## src/rtl/wb_port_arbiter.sv

```systemverilog
// -----------------------------------------------------------------------------
// wb_port_arbiter
//
// Shares the single register-file write port between the in-order pipeline
// (MEM/WB writeback) and a multi-cycle mult/div unit. The pipeline always has
// priority. MDU results that cannot be written immediately are parked in a
// 2-entry FIFO and drained on cycles when the pipeline does not write. If the
// FIFO head has waited STARVE_MAX cycles, a registered stall request asks the
// pipeline to insert a bubble so the head can drain.
//
// Ports:
//   clk, rst                  clock, asynchronous active-high reset
//   pipe_we/waddr/wdata       pipeline writeback request
//   mdu_valid/addr/data       MDU result offer (held until accepted)
//   mdu_ready                 arbiter can accept an MDU result this cycle
//   rf_we/waddr/wdata         registered register-file write port
//   rf_src                    source of the current write (0 pipe, 1 mdu)
//   stall_pipe                registered bubble request for MEM/WB
//   pend_cnt                  FIFO occupancy (0..2)
// -----------------------------------------------------------------------------
module wb_port_arbiter #(
    parameter int STARVE_MAX = 3
) (
    input  logic        clk,
    input  logic        rst,
    input  logic        pipe_we,
    input  logic [4:0]  pipe_waddr,
    input  logic [31:0] pipe_wdata,
    input  logic        mdu_valid,
    input  logic [4:0]  mdu_addr,
    input  logic [31:0] mdu_data,
    output logic        mdu_ready,
    output logic        rf_we,
    output logic [4:0]  rf_waddr,
    output logic [31:0] rf_wdata,
    output logic        rf_src,
    output logic        stall_pipe,
    output logic [1:0]  pend_cnt
);

    localparam int AGE_W = (STARVE_MAX < 2) ? 1 : $clog2(STARVE_MAX + 1);
    localparam logic [AGE_W-1:0] AGE_MAX = AGE_W'(STARVE_MAX);

    logic [4:0]       fifo_addr [2];
    logic [31:0]      fifo_data [2];
    logic             wr_ptr;
    logic             rd_ptr;
    logic [1:0]       cnt;
    logic [AGE_W-1:0] age;

    logic        fifo_empty;
    logic        fifo_full;
    logic        accept;
    logic        pop;
    logic        bypass;
    logic        push;
    logic        grant;
    logic [4:0]  grant_addr;
    logic [31:0] grant_data;
    logic        grant_src;

    assign fifo_empty = (cnt == 2'd0);
    assign fifo_full  = (cnt == 2'd2);
    // Gated by rst directly so the source never sees a handshake during reset.
    assign mdu_ready  = !rst && !fifo_full;
    assign accept     = mdu_valid && mdu_ready;
    assign pop        = !pipe_we && !fifo_empty;
    // An accepted result skips the FIFO only when nothing older is waiting.
    assign bypass     = !pipe_we && fifo_empty && accept;
    assign push       = accept && !bypass;
    assign pend_cnt   = cnt;

    always_comb begin
        grant      = 1'b0;
        grant_addr = 5'd0;
        grant_data = 32'd0;
        grant_src  = 1'b0;
        if (pipe_we) begin
            grant      = 1'b1;
            grant_addr = pipe_waddr;
            grant_data = pipe_wdata;
        end else if (pop) begin
            grant      = 1'b1;
            grant_addr = fifo_addr[rd_ptr];
            grant_data = fifo_data[rd_ptr];
            grant_src  = 1'b1;
        end else if (bypass) begin
            grant      = 1'b1;
            grant_addr = mdu_addr;
            grant_data = mdu_data;
            grant_src  = 1'b1;
        end
    end

    // FIFO storage carries no reset; validity is tracked by cnt/pointers.
    always_ff @(posedge clk) begin
        if (push) begin
            fifo_addr[wr_ptr] <= mdu_addr;
            fifo_data[wr_ptr] <= mdu_data;
        end
    end

    always_ff @(posedge clk or posedge rst) begin
        if (rst) begin
            wr_ptr <= 1'b0;
            rd_ptr <= 1'b0;
            cnt    <= 2'd0;
        end else begin
            if (push) wr_ptr <= ~wr_ptr;
            if (pop)  rd_ptr <= ~rd_ptr;
            if (push && !pop)      cnt <= cnt + 2'd1;
            else if (pop && !push) cnt <= cnt - 2'd1;
        end
    end

    // Age of the FIFO head; stall is raised the cycle after it saturates and
    // dropped as soon as the head drains.
    always_ff @(posedge clk or posedge rst) begin
        if (rst) begin
            age        <= '0;
            stall_pipe <= 1'b0;
        end else begin
            stall_pipe <= (age == AGE_MAX) && !pop;
            if (fifo_empty || pop)  age <= '0;
            else if (age != AGE_MAX) age <= age + 1'b1;
        end
    end

    // Register zero is never written, but the grant still consumes its slot.
    always_ff @(posedge clk or posedge rst) begin
        if (rst) begin
            rf_we    <= 1'b0;
            rf_waddr <= 5'd0;
            rf_wdata <= 32'd0;
            rf_src   <= 1'b0;
        end else begin
            rf_we <= grant && (grant_addr != 5'd0);
            if (grant) begin
                rf_waddr <= grant_addr;
                rf_wdata <= grant_data;
                rf_src   <= grant_src;
            end
        end
    end

endmodule

```

## config.mk

```make
export PLATFORM = sky130hd
export DESIGN_NAME = wb_port_arbiter
export DESIGN_NICKNAME = d
export VERILOG_FILES = /design/src/rtl/wb_port_arbiter.sv
export SDC_FILE = /design/constraint.sdc
export NUM_CORES = 1
export LEC_CHECK = 0
export CORE_MARGIN = 10
export CORE_UTILIZATION = 35
export DETAILED_ROUTE_END_ITERATION = 8
export GPL_TIMING_DRIVEN = 0
export PLACE_DENSITY_LB_ADDON = 0.12
export SYNTH_ARGS = -nofsm -noshare
export SYNTH_HDL_FRONTEND = slang
export SYNTH_SLANG_ARGS = --single-unit
```

## constraint.sdc

```tcl
create_clock -name clk -period 3.52 [get_ports clk]
set_clock_uncertainty 0.15 [all_clocks]
set_input_delay 0.528 -clock clk [delete_from_list [all_inputs] [get_ports clk]]
set_output_delay 0.528 -clock clk [all_outputs]
set_load 0.01 [all_outputs]
```

==> metrics.log <==
[metrics] status: completed
[metrics] clk_lat worst skew: between 400 and 500 ps
[metrics] fraction of final layout cells sized beyond drive strength 1: 0.112
[metrics] maximum fanout encountered on the critical timing path: 7
[metrics] remaining antenna violation count: 0
[metrics] number of hold violations in the final report: 0
[metrics] routed len/inst: 19.0 um
[metrics] post-detailed-placement cell area: around 0.0065 mm2
[metrics] drt initial violations: 170
[metrics] standard-cell row count: 43
[metrics] Static Leak: 2.69 nW
[metrics] synthesis-to-layout area growth: 42.0%
[metrics] clock tree root buffer cell: sky130_fd_sc_hd__clkbuf_16
[metrics] number of buffers between clock root and the deepest sink: 2
[metrics] slew at the pin closest to its max-slew limit: 752 ps
[metrics] max-slew violation count: 0
[metrics] main combinational cell family by area after synthesis: compound AO/OA/AOI/OAI gates
[metrics] required time of the worst setup path: 2840 ps
[metrics] most common library cell in the layout ignoring fill and taps: sky130_fd_sc_hd__clkdlybuf4s50_1
[metrics] count of boundary I/O pins: approximately 120
[metrics] fraction of the core area covered by cells at the end of the flow: 0.506
[metrics] gr usage total: 0.140
[metrics] global-route wire length before repair: ~21000 um
[metrics] Yosys warning total: 0
[metrics] endpoint of the worst-slack reg-to-reg timing path: fifo_data[1][9]
[metrics] clock tree from TritonCTS: done
[metrics] largest voltage drop on the vdd net: approximately 0.35 mV
[metrics] launching element type of the critical path: flop
[metrics] endpoint arrival time on the critical path: 1760 ps
[metrics] nets in the synthesized netlist: 442
[metrics] area inside the core boundary: about 0.014 mm2
[metrics] Num Clock Sinks: 120
[metrics] startpoint of the worst-slack reg-to-reg timing path: pend_cnt[0]
[metrics] HPWL Detailed: 9440 um
[metrics] H-tree levels: 4
[metrics] post-cts resize count: 0
[metrics] DRC violation count after routing: 0
[metrics] drt total wl: 13300 um
[metrics] xor-xnor portion of the synthesized cell area: 0.0107
[metrics] number of vias after detailed routing: 3406
[metrics] slowest cell on the critical path: sky130_fd_sc_hd__clkdlybuf4s50_1
[metrics] share of the clock period used by the worst path: 0.691
[metrics] pin count of the biggest net entering global routing: 36
[metrics] mux cell area share after synthesis: 0.0775
[metrics] largest stage delay on the critical path: about 570 ps
[metrics] area fraction in compound gates after synthesis: 0.132
[metrics] unrepaired setup endpoints after global routing: no
[metrics] power density over cell area: 727 mW/mm2
[metrics] area enclosed by the die boundary: 0.0192 mm2
[metrics] drt pass-1 iters: 4
[metrics] Num CTS Buffers: 17
[metrics] worst reg2reg path depth: 6
[metrics] Port-buffer cells: 120
[metrics] Seq/Total Area, Yosys: 0.685
[metrics] worst min path class: input pin to asynchronous set/reset pin
[metrics] antenna violations before repair: 1
[metrics] diode insertion count for antenna repair: 0
[metrics] vias per std cell: 4.88
[metrics] fin nets: 585
[metrics] vias in the first global route: 3765
[metrics] CP Cell Sequence: inv_1 -> a21oi_1 -> clkdlybuf4s50_1
[metrics] number of setup violations in the final report: 0
[metrics] launching element of the worst setup path: pend_cnt[0]
[metrics] worst hold slack: 305 ps
[metrics] top library cells by usage in the layout, fill and taps aside: 120 x sky130_fd_sc_hd__clkdlybuf4s50_1, 74 x sky130_fd_sc_hd__edfxtp_1, 46 x sky130_fd_sc_hd__dfrtp_1
[metrics] minimum setup slack among reg-to-reg paths: 1110 ps
[metrics] maximum clock frequency: 411 MHz
[metrics] tightest slew margin relative to the limit: 0.497
[metrics] Worst Setup Path Type: flop to output pin
[metrics] simple-gate share of the synthesized area: 0.0584
[metrics] cell area after synthesis: 0.00492 mm2
[metrics] global-route congestion overflow total: 0
[metrics] Clock Pin Slew Worst Setup and Hold Paths: 50 ps
[metrics] post-route design area: 0.00700 mm2
[metrics] mean instance size in the synthesized netlist: 13.6 um2
[metrics] Die H: 139 um
[metrics] die width: 139 um
[metrics] number of fillers in the final layout: between 1000 and 1500
[metrics] number of max-cap violations: 0
[metrics] Min Clock Period, post-route: 2430 ps
[metrics] synthesized flop and latch total: 120
[metrics] sort of element at the end of the critical path: output pin
[metrics] Post-CTS Hold Buffers: 0
[metrics] CP endpoint: mdu_ready
[metrics] post-CTS setup buffer count: 0
[metrics] synthesized instance count: 362
[metrics] Distinct cells, synth: 32
[metrics] arithmetic-cell share of the synthesized area counting full adders, half adders and majority gates: 0.00508
[metrics] GP Congestion: slightly below 0.8
[metrics] Initial Utilization: 0.356
layer usage:
layer / share of wire / global-route usage / up-vias
met3: 0.072 / 0.0582 / 8
met2: 0.45 / 0.216 / 105
li1: - / - / 1646
met5: 0 / 0 / -
met1: 0.47 / 0.177 / 1647
met4: 0.0054 / 0.0351 / 0
final cells by class:
| class | count | area [um2] | area share |
|---|---|---|---|
| Tap cell | 180 | 225 | 0.0322 |
| Clock buffer | 21 | 460 | 0.0658 |
| Buffer | 24 | 145 | 0.0207 |
| Inverter | 2 | 7.51 | 0.00107 |
| Clock inverter | 11 | 81.3 | 0.0116 |
| Timing Repair Buffer | 124 | 1290 | 0.185 |
| Multi-Input combinational cell | 216 | 1410 | 0.202 |
| Sequential cell | 120 | 3370 | 0.482 |
worst max-delay path, delay by kind of cell, from the launching register on:
| kind | cells | cell delay [ps] |
|---|---|---|
| buffers and inverters | 2 | 640 |
| flip-flops | 1 | 520 |
| AO/OA/AOI/OAI | 1 | 190 |
cells by family after synthesis:
group / Yosys count
xor gates and xnor gates: 6
muxes: 38
and+or+nand+nor: 62
adders and majority gates: 2
DFF: 120
AOI/OAI and AO/OA: 108
buffers and inverters: 26
synth_stat cells:
cell type / instances / area share
sky130_fd_sc_hd__buf_2: 11 / 0.011
sky130_fd_sc_hd__o211ai_1: 2 / 0.0030
sky130_fd_sc_hd__or2_0: 1 / 0.0013
sky130_fd_sc_hd__nor3_1: 1 / 0.0010
sky130_fd_sc_hd__a21o_1: 4 / 0.0061
sky130_fd_sc_hd__o21ai_1: 11 / 0.011
sky130_fd_sc_hd__inv_1: 2 / 0.0015
sky130_fd_sc_hd__nor3_4: 2 / 0.0066
sky130_fd_sc_hd__nor2_1: 39 / 0.030
sky130_fd_sc_hd__a21oi_1: 36 / 0.037
sky130_fd_sc_hd__mux2i_1: 37 / 0.075
sky130_fd_sc_hd__dfrtp_1: 46 / 0.23
sky130_fd_sc_hd__xor2_1: 4 / 0.0071
sky130_fd_sc_hd__nand2_1: 8 / 0.0061
sky130_fd_sc_hd__buf_6: 4 / 0.0091
sky130_fd_sc_hd__clkbuf_1: 6 / 0.0046
sky130_fd_sc_hd__a22oi_1: 31 / 0.047
sky130_fd_sc_hd__a22oi_2: 1 / 0.0025
sky130_fd_sc_hd__edfxtp_1: 74 / 0.45
sky130_fd_sc_hd__a221oi_1: 1 / 0.0018
sky130_fd_sc_hd__nor4_1: 1 / 0.0013
sky130_fd_sc_hd__nand3_1: 4 / 0.0041
sky130_fd_sc_hd__o211ai_2: 1 / 0.0025
sky130_fd_sc_hd__mux2_2: 1 / 0.0023
sky130_fd_sc_hd__xnor2_1: 2 / 0.0036
sky130_fd_sc_hd__o21ai_0: 21 / 0.021
sky130_fd_sc_hd__nand2b_2: 1 / 0.0018
sky130_fd_sc_hd__and2_1: 3 / 0.0038
sky130_fd_sc_hd__nor2b_1: 1 / 0.0013
sky130_fd_sc_hd__and2b_1: 1 / 0.0015
sky130_fd_sc_hd__ha_1: 2 / 0.0051
sky130_fd_sc_hd__buf_4: 3 / 0.0046
worst min path at each step:
stage	startpoint	slack [ps]	to	cells past startpoint
4_1_cts	rst	310	pend_cnt[1]	2
3_5_place_dp	rf_waddr[2]	310	rf_waddr[2]	1
3_3_place_gp	rf_waddr[2]	310	rf_waddr[2]	1
2_1_floorplan	wr_ptr	320	wr_ptr	1
6_report	rst	310	pend_cnt[1]	2
5_1_grt	rst	330	pend_cnt[1]	2
registers in the layout (all words and copies together), names as in the netlist:
| signal | flops |
|---|---|
| wr_ptr | 1 |
| rf_src | 1 |
| rf_we | 1 |
| fifo_addr | 10 |
| rf_waddr | 5 |
| fifo_data | 64 |
| pend_cnt | 2 |
| age | 2 |
| rf_wdata | 32 |
| rd_ptr | 1 |
| stall_pipe | 1 |
power breakdown:
group	internal [mW]	total (mW)	switching (mW)
logic	0.772	1.57	0.799
clock network	0.992	1.57	0.579
registers	1.80	1.95	0.146
metrics by stage:
stage / power (mW) / setup TNS [ps] / setup slack [ps] / cells
after floorplan: 2.83 / 0 / 482 / 362
after global placement: 3.52 / -32750 / -809 / 662
after detailed placement: 3.57 / 0 / 684 / 666
after CTS: 5.16 / 0 / 1070 / 698
after global routing: 5.40 / 0 / 845 / 698
final: 5.09 / 0 / 1090 / 698
Note: power is estimated with default switching activity, not from simulation.
